**config.mk**
```make
export PLATFORM = sky130hd
export DESIGN_NAME = ctrl_reg_file_flat
export DESIGN_NICKNAME = d
export VERILOG_FILES = /design/src/rtl/ctrl_reg_pkg.sv /design/src/rtl/ctrl_reg_file_if.sv /design/src/rtl/ctrl_reg_file_stat_counter.sv /design/src/rtl/ctrl_reg_file.sv /design/src/flat_wrapper.sv
export SDC_FILE = /design/constraint.sdc
export NUM_CORES = 1
export LEC_CHECK = 0
export CORE_UTILIZATION = 50
export DETAILED_ROUTE_END_ITERATION = 8
export GPL_TIMING_DRIVEN = 0
export PLACE_DENSITY = 0.67
export SYNTH_ARGS = -nofsm -noshare
export SYNTH_HDL_FRONTEND = slang
export SYNTH_SLANG_ARGS = --single-unit
```
**constraint.sdc**
```tcl
create_clock -name clk -period 2.6 [get_ports clk]
set_input_delay 0.26 -clock clk [delete_from_list [all_inputs] [get_ports clk]]
set_output_delay 0.26 -clock clk [all_outputs]
set_load 0.1 [all_outputs]
```
**src/rtl/ctrl_reg_pkg.sv**
```systemverilog
// Shared address map, command bit indices and address decode helper for the
// host<->FPGA control/status register file.
package ctrl_reg_pkg;

  localparam int unsigned ADDR_EOF    = 0;
  localparam int unsigned ADDR_THR_EN = 1;
  localparam int unsigned ADDR_CMD    = 2;

  localparam int unsigned CMD_STAT_CLR  = 0;
  localparam int unsigned CMD_STAT_SNAP = 1;

  // Status counters occupy the top n_stat addresses of the map.
  function automatic logic is_stat_addr(input int unsigned addr,
                                        input int unsigned depth,
                                        input int unsigned n_stat);
    return addr >= (depth - n_stat);
  endfunction

endpackage

```
**src/rtl/ctrl_reg_file_if.sv**
```systemverilog
// Host register-bus port of ctrl_reg_file: one shared address for reads and
// writes, registered read data with a valid pulse, and a dropped-write flag.
interface ctrl_reg_file_if #(
  parameter int DATA_W = 16,
  parameter int ADDR_W = 5
);

  logic [DATA_W-1:0] din;
  logic              we;
  logic              re;
  logic [ADDR_W-1:0] addr;
  logic [DATA_W-1:0] dout;
  logic              dout_vld;
  logic              wr_err;

  modport master (
    output din, we, re, addr,
    input  dout, dout_vld, wr_err
  );

  modport slave (
    input  din, we, re, addr,
    output dout, dout_vld, wr_err
  );

endinterface

```
**src/rtl/ctrl_reg_file_stat_counter.sv**
```systemverilog
// Saturating event counter (module stat_counter); a clear takes priority over
// a same-cycle increment.
module stat_counter #(
  parameter int DATA_W = 16
) (
  input  logic              clk,
  input  logic              rst_n,
  input  logic              inc,
  input  logic              clr,
  output logic [DATA_W-1:0] q
);

  logic [DATA_W-1:0] cnt_q;
  logic [DATA_W-1:0] cnt_d;

  always_comb begin
    cnt_d = cnt_q;
    if (clr) begin
      cnt_d = '0;
    end else if (inc && (cnt_q != '1)) begin
      cnt_d = cnt_q + 1'b1;
    end
  end

  always_ff @(posedge clk or negedge rst_n) begin
    if (!rst_n) begin
      cnt_q <= '0;
    end else begin
      cnt_q <= cnt_d;
    end
  end

  assign q = cnt_q;

endmodule

```
**src/rtl/ctrl_reg_file.sv**
```systemverilog
// Host command/status register file: writable control regs, a self-clearing
// command strobe at ADDR_CMD and read-only saturating event counters on top.
// Optional: define CTRL_REG_SNAPSHOT_EN for coherent shadowed status reads.
module ctrl_reg_file
  import ctrl_reg_pkg::*;
#(
  parameter int DATA_W = 16,
  parameter int ADDR_W = 5,
  parameter int N_STAT = 8
) (
  input  logic              clk,
  input  logic              rst_n,
  ctrl_reg_file_if.slave    bus,
  output logic              eof,
  output logic              thr_en,
  output logic [DATA_W-1:0] cmd_pulse,
  input  logic [N_STAT-1:0] stat_inc
);

  localparam int DEPTH     = 2 ** ADDR_W;
  localparam int STAT_BASE = DEPTH - N_STAT;
  localparam int CTRL_N    = STAT_BASE;
  localparam int CIDX_W    = $clog2(CTRL_N);
  localparam int SIDX_W    = (N_STAT > 1) ? $clog2(N_STAT) : 1;

  logic              is_stat;
  logic              is_cmd;
  logic [CIDX_W-1:0] cidx;
  logic [SIDX_W-1:0] sidx;

  logic [DATA_W-1:0] ctrl_q [CTRL_N];
  logic [DATA_W-1:0] ctrl_d [CTRL_N];
  logic [DATA_W-1:0] cmd_pulse_q, cmd_pulse_d;
  logic [DATA_W-1:0] dout_q, dout_d;
  logic              dout_vld_q, dout_vld_d;
  logic              wr_err_q, wr_err_d;

  logic [DATA_W-1:0] cnt [N_STAT];
  logic              stat_clr;
  logic [DATA_W-1:0] stat_rd;
  logic [DATA_W-1:0] rd_val;

  always_comb begin
    is_stat = is_stat_addr(32'(bus.addr), DEPTH, N_STAT);
    is_cmd  = (bus.addr == ADDR_W'(ADDR_CMD));
    cidx    = bus.addr[CIDX_W-1:0];
    sidx    = SIDX_W'(bus.addr - ADDR_W'(STAT_BASE));
  end

  // The command strobe is registered, so the clear lands one cycle after the write.
  assign stat_clr = cmd_pulse_q[CMD_STAT_CLR];

  for (genvar i = 0; i < N_STAT; i++) begin : g_stat
    stat_counter #(.DATA_W(DATA_W)) u_cnt (
      .clk   (clk),
      .rst_n (rst_n),
      .inc   (stat_inc[i]),
      .clr   (stat_clr),
      .q     (cnt[i])
    );
  end

`ifdef CTRL_REG_SNAPSHOT_EN
  logic              stat_snap;
  logic [DATA_W-1:0] shadow_q [N_STAT];
  logic [DATA_W-1:0] shadow_d [N_STAT];

  assign stat_snap = cmd_pulse_q[CMD_STAT_SNAP];

  // Counters still hold their old value during the clear cycle, so zero explicitly.
  always_comb begin
    shadow_d = shadow_q;
    if (stat_snap) begin
      for (int i = 0; i < N_STAT; i++) begin
        shadow_d[i] = stat_clr ? '0 : cnt[i];
      end
    end
    stat_rd = shadow_q[sidx];
  end

  always_ff @(posedge clk or negedge rst_n) begin
    if (!rst_n) begin
      for (int i = 0; i < N_STAT; i++) begin
        shadow_q[i] <= '0;
      end
    end else begin
      shadow_q <= shadow_d;
    end
  end
`else
  assign stat_rd = cnt[sidx];
`endif

  always_comb begin
    ctrl_d = ctrl_q;
    if (bus.we && !is_stat && !is_cmd) begin
      ctrl_d[cidx] = bus.din;
    end
    cmd_pulse_d = (bus.we && is_cmd) ? bus.din : '0;
    wr_err_d    = bus.we && is_stat;
    dout_vld_d  = bus.re;

    if (is_stat) begin
      rd_val = stat_rd;
    end else if (is_cmd) begin
      rd_val = '0;
    end else begin
      rd_val = ctrl_q[cidx];
    end
    dout_d = bus.re ? rd_val : dout_q;
  end

  always_ff @(posedge clk or negedge rst_n) begin
    if (!rst_n) begin
      for (int i = 0; i < CTRL_N; i++) begin
        ctrl_q[i] <= '0;
      end
      cmd_pulse_q <= '0;
      dout_q      <= '0;
      dout_vld_q  <= 1'b0;
      wr_err_q    <= 1'b0;
    end else begin
      ctrl_q      <= ctrl_d;
      cmd_pulse_q <= cmd_pulse_d;
      dout_q      <= dout_d;
      dout_vld_q  <= dout_vld_d;
      wr_err_q    <= wr_err_d;
    end
  end

  assign bus.dout     = dout_q;
  assign bus.dout_vld = dout_vld_q;
  assign bus.wr_err   = wr_err_q;
  assign eof          = ctrl_q[ADDR_EOF][0];
  assign thr_en       = ctrl_q[ADDR_THR_EN][0];
  assign cmd_pulse    = cmd_pulse_q;

endmodule

```
**src/flat_wrapper.sv**
```systemverilog
// flat-port wrapper written by rule: the top's interface ports become plain ports
module ctrl_reg_file_flat import ctrl_reg_pkg::*;
#(
  parameter int DATA_W = 16,
  parameter int ADDR_W = 5,
  parameter int N_STAT = 8
)
  (clk, rst_n, eof, thr_en, cmd_pulse, stat_inc, bus_din, bus_we, bus_re, bus_addr, bus_dout, bus_dout_vld, bus_wr_err);
  ctrl_reg_file_if #(.DATA_W(DATA_W), .ADDR_W(ADDR_W)) bus_i ();
  input  logic clk;
  input  logic rst_n;
  output logic eof;
  output logic thr_en;
  output logic [DATA_W-1:0] cmd_pulse;
  input  logic [N_STAT-1:0] stat_inc;
  input wire logic [$bits(bus_i.din)-1:0] bus_din;
  input wire logic [$bits(bus_i.we)-1:0] bus_we;
  input wire logic [$bits(bus_i.re)-1:0] bus_re;
  input wire logic [$bits(bus_i.addr)-1:0] bus_addr;
  output wire logic [$bits(bus_i.dout)-1:0] bus_dout;
  output wire logic [$bits(bus_i.dout_vld)-1:0] bus_dout_vld;
  output wire logic [$bits(bus_i.wr_err)-1:0] bus_wr_err;
  assign bus_i.din = bus_din;
  assign bus_i.we = bus_we;
  assign bus_i.re = bus_re;
  assign bus_i.addr = bus_addr;
  assign bus_dout = bus_i.dout;
  assign bus_dout_vld = bus_i.dout_vld;
  assign bus_wr_err = bus_i.wr_err;
  ctrl_reg_file #(.DATA_W(DATA_W), .ADDR_W(ADDR_W), .N_STAT(N_STAT)) u_core (.clk(clk), .rst_n(rst_n), .bus(bus_i), .eof(eof), .thr_en(thr_en), .cmd_pulse(cmd_pulse), .stat_inc(stat_inc));
endmodule
```
==> run metrics <==
FF-to-FF setup slack 370 ps; CTS Buffer Depth 3; type of origin of the critical path input pin; Post-synth EDFFs 0; Max VDD drop 0.0006928 V; Port Buf Inserts 64; average cell area after synthesis 12.85 um2; All-Layer GR Usage 27.22%; later-pin clock latency in the skew report 640 ps; DRC violations left 0; RR Endpoint u_core.g_stat[5].u_cnt.q[1]$_DFFE_PN0P_; Flop pwr share 46.5%; die area 0.05394 mm2; H-tree level count 2; CP Max Fanout 10; Logic pwr share 17.3%; Placer Congestion 0.9155; vias in the first global route 17960; clock-pin transition on the worst setup and hold timing paths 60 ps; DR WL/cell 24.48 um; post-place setup slack -889.9 ps; worst min path class in -> reg; Fmax achieved 395.9 MHz; CTS root buf clkbuf_16; P_leak 13.67 nW; Synth async-reset ratio 100.0%; run status finished clean; TNS Setup 0 ps; CP Class in -> reg; RSZ-0062 raised after global routing no; Iter 0 DRT Violations 1452; HPWL after detailed placement 52.37 mm; nets 2233; TritonCTS buffer count 58; most frequent cells after synthesis 546 x dfrtp_1, 360 x mux2_2, 168 x mux2i_1; part of the cycle the worst path needs 97.15%; TritonCTS clock tree yes; vias post-DR 17670; actual slew at the worst max-slew pin 1029 ps; Final Skew 16.91 ps; relative max-transition margin 31.05%; final setup fails 0; Mapped Area 0.02651 mm2; sequential element share of the synthesized area 51.55%; FF+latch count, synth 546; reg-to-reg startpoint u_core.g_stat[5].u_cnt.q[0]$_DFFE_PN0P_; Avg Vias per Cell 6.031; hold_ws 120.4 ps; Crit. End Element flop; row cnt 84; PwrDens 795.2 mW/mm2; total power 24.03 mW; placed cell area 0.02815 mm2; final hold violations 0; Synth top area share 51.55%; # fillers 4247; main flop type after synthesis dfrtp_1; max_cap viols 0; post-synthesis cell count 2062; Multi-input gate area 0.01194 mm2; Routed Antenna Nets 0; antenna fix cells 0; WL final 71.74 mm; total congestion overflow 0; share of cells above drive strength 1 29.26%; Reg area 0.01366 mm2; sw power 6.870 mW; Int Power 17.15 mW; IO Count 69; initial antenna violation count 1; clock period minus worst slack 2526 ps; final worst slack 74.22 ps; synth top area cells dfrtp_1 52%, mux2_2 15%, mux2i_1 6.3%, mux4_2 4.7%, xor2_1 2.0%; Die H 232.2 um; crit path capture u_core.bus.dout[2]$_DFFE_PN0P_; Yosys cell types 76; final instance area 0.03021 mm2; Sw Share 28.60%; most common cell in the synthesized netlist dfrtp_1; largest area contributor in the netlist dfrtp_1; First-pass DRT Iterations 7; YS warnings 0; P&R area growth vs syn 13.99%; core area 0.05245 mm2; pin count of the biggest net entering global routing 130; Req. time, crit path 3070 ps; Sink Count 546; Die X 232.2 um; reg2reg path depth 7; Crit. Startpoint bus_addr[0]; Clock power frac 36.1%; worst path arrival time 3000 ps; first-pass GRT wire length 110.4 mm; Setup Fix Bufs, Post-CTS 0; Syn Nets 2103; Final Max Tran Viols 0; Initial Util 50.54%
## registers in the layout, summed over array words and instances, names as in the netlist
register / count
u_core.ctrl_q: 382
u_core.g_stat.u_cnt.q: 128
u_core.bus.dout: 16
u_core.cmd_pulse: 16
u_core.bus.dout_vld: 1
u_core.bus.wr_err: 1
u_core.eof: 1
u_core.thr_en: 1
## worst min path at each step
stage                                   startpoint                                       to  slack (ps)  cells past startpoint
floorplan                                    rst_n           u_core.bus.dout[0]$_DFFE_PN0P_         -40                      0
global placement    u_core.ctrl_q[343]$_DFFE_PN0P_           u_core.ctrl_q[343]$_DFFE_PN0P_         440                      1
finish                                 stat_inc[4]  u_core.g_stat[4].u_cnt.q[9]$_DFFE_PN0P_         120                      3
CTS                                    stat_inc[4]  u_core.g_stat[4].u_cnt.q[9]$_DFFE_PN0P_          90                      3
global route                                bus_re            u_core.bus.dout_vld$_DFF_PN0_         120                      1
detailed placement                           rst_n           u_core.ctrl_q[339]$_DFFE_PN0P_         230                      1
## area by class of cell
type / count / share of cell area, %
inverter: 19 / 0.2361
timing repair buffer: 70 / 2.621
buffer: 163 / 2.849
clock buffer: 88 / 5.843
clock inverter: 22 / 0.8572
multi-input combinational: 1334 / 39.52
sequential: 546 / 45.22
tap: 688 / 2.849
## logic make-up after synthesis
logic type / count (synthesis) / share of synthesized area, %
AOI/OAI and AO/OA: 227 / 6.014
xor gates and xnor gates: 87 / 2.875
adders and majority gates: 8 / 0.3777
buffers and inverters: 182 / 3.498
DFF: 546 / 51.55
muxes: 592 / 26.75
and+or+nand+nor: 420 / 8.936
## layer usage
metal	share of wire [%]	GRT usage, %	wire, um
met4	4.0	11.10	2863
met1	44	38.11	31900
met5	0.018	0	13
met2	47	42.77	33630
met3	4.6	3.635	3328
## through the flow
step                cells  utilization (%)
floorplan            2062                -
global placement     2814            53.40
detailed placement   2819            53.67
CTS                  2930            57.56
global route         2930            57.61
finish               2930            57.61
## repair_timing
action                                  CTS  global route
endpoints found under the hold margin    61             0
endpoints found under the setup margin    9             6
hold buffers                              1             0
resized for setup                         3             8
## worst max-delay path, cell delays in order
cell	delay, ps
clkdlybuf4s50_1	570
buf_6	240
buf_4	230
nand4b_1	410
clkbuf_2	400
o22ai_1	180
nor4_2	490
o221ai_1	200
## cells in the final DEF, fill, tap and decap left out, types with 43 or more instances in the layout
| master | count |
|---|---|
| mux2i_1 | 168 |
| mux2_2 | 360 |
| nor2_1 | 114 |
| clkdlybuf4s50_1 | 62 |
| o22ai_1 | 72 |
| clkbuf_16 | 59 |
| clkbuf_1 | 89 |
| nand2_1 | 43 |
| mux4_2 | 55 |
| dfrtp_1 | 546 |
| xor2_1 | 62 |
## power by group through the flow
stage               Clock, mW  Sequential [mW]  Combinational, mW
floorplan                   0             11.2               2.70
detailed placement          0             11.3               4.15
global placement            0             11.2               3.99
finish                   8.68             11.2               4.17
global route             9.13             11.3               4.53
CTS                      8.82             11.1               4.17
(Power assumes the default switching activity.)
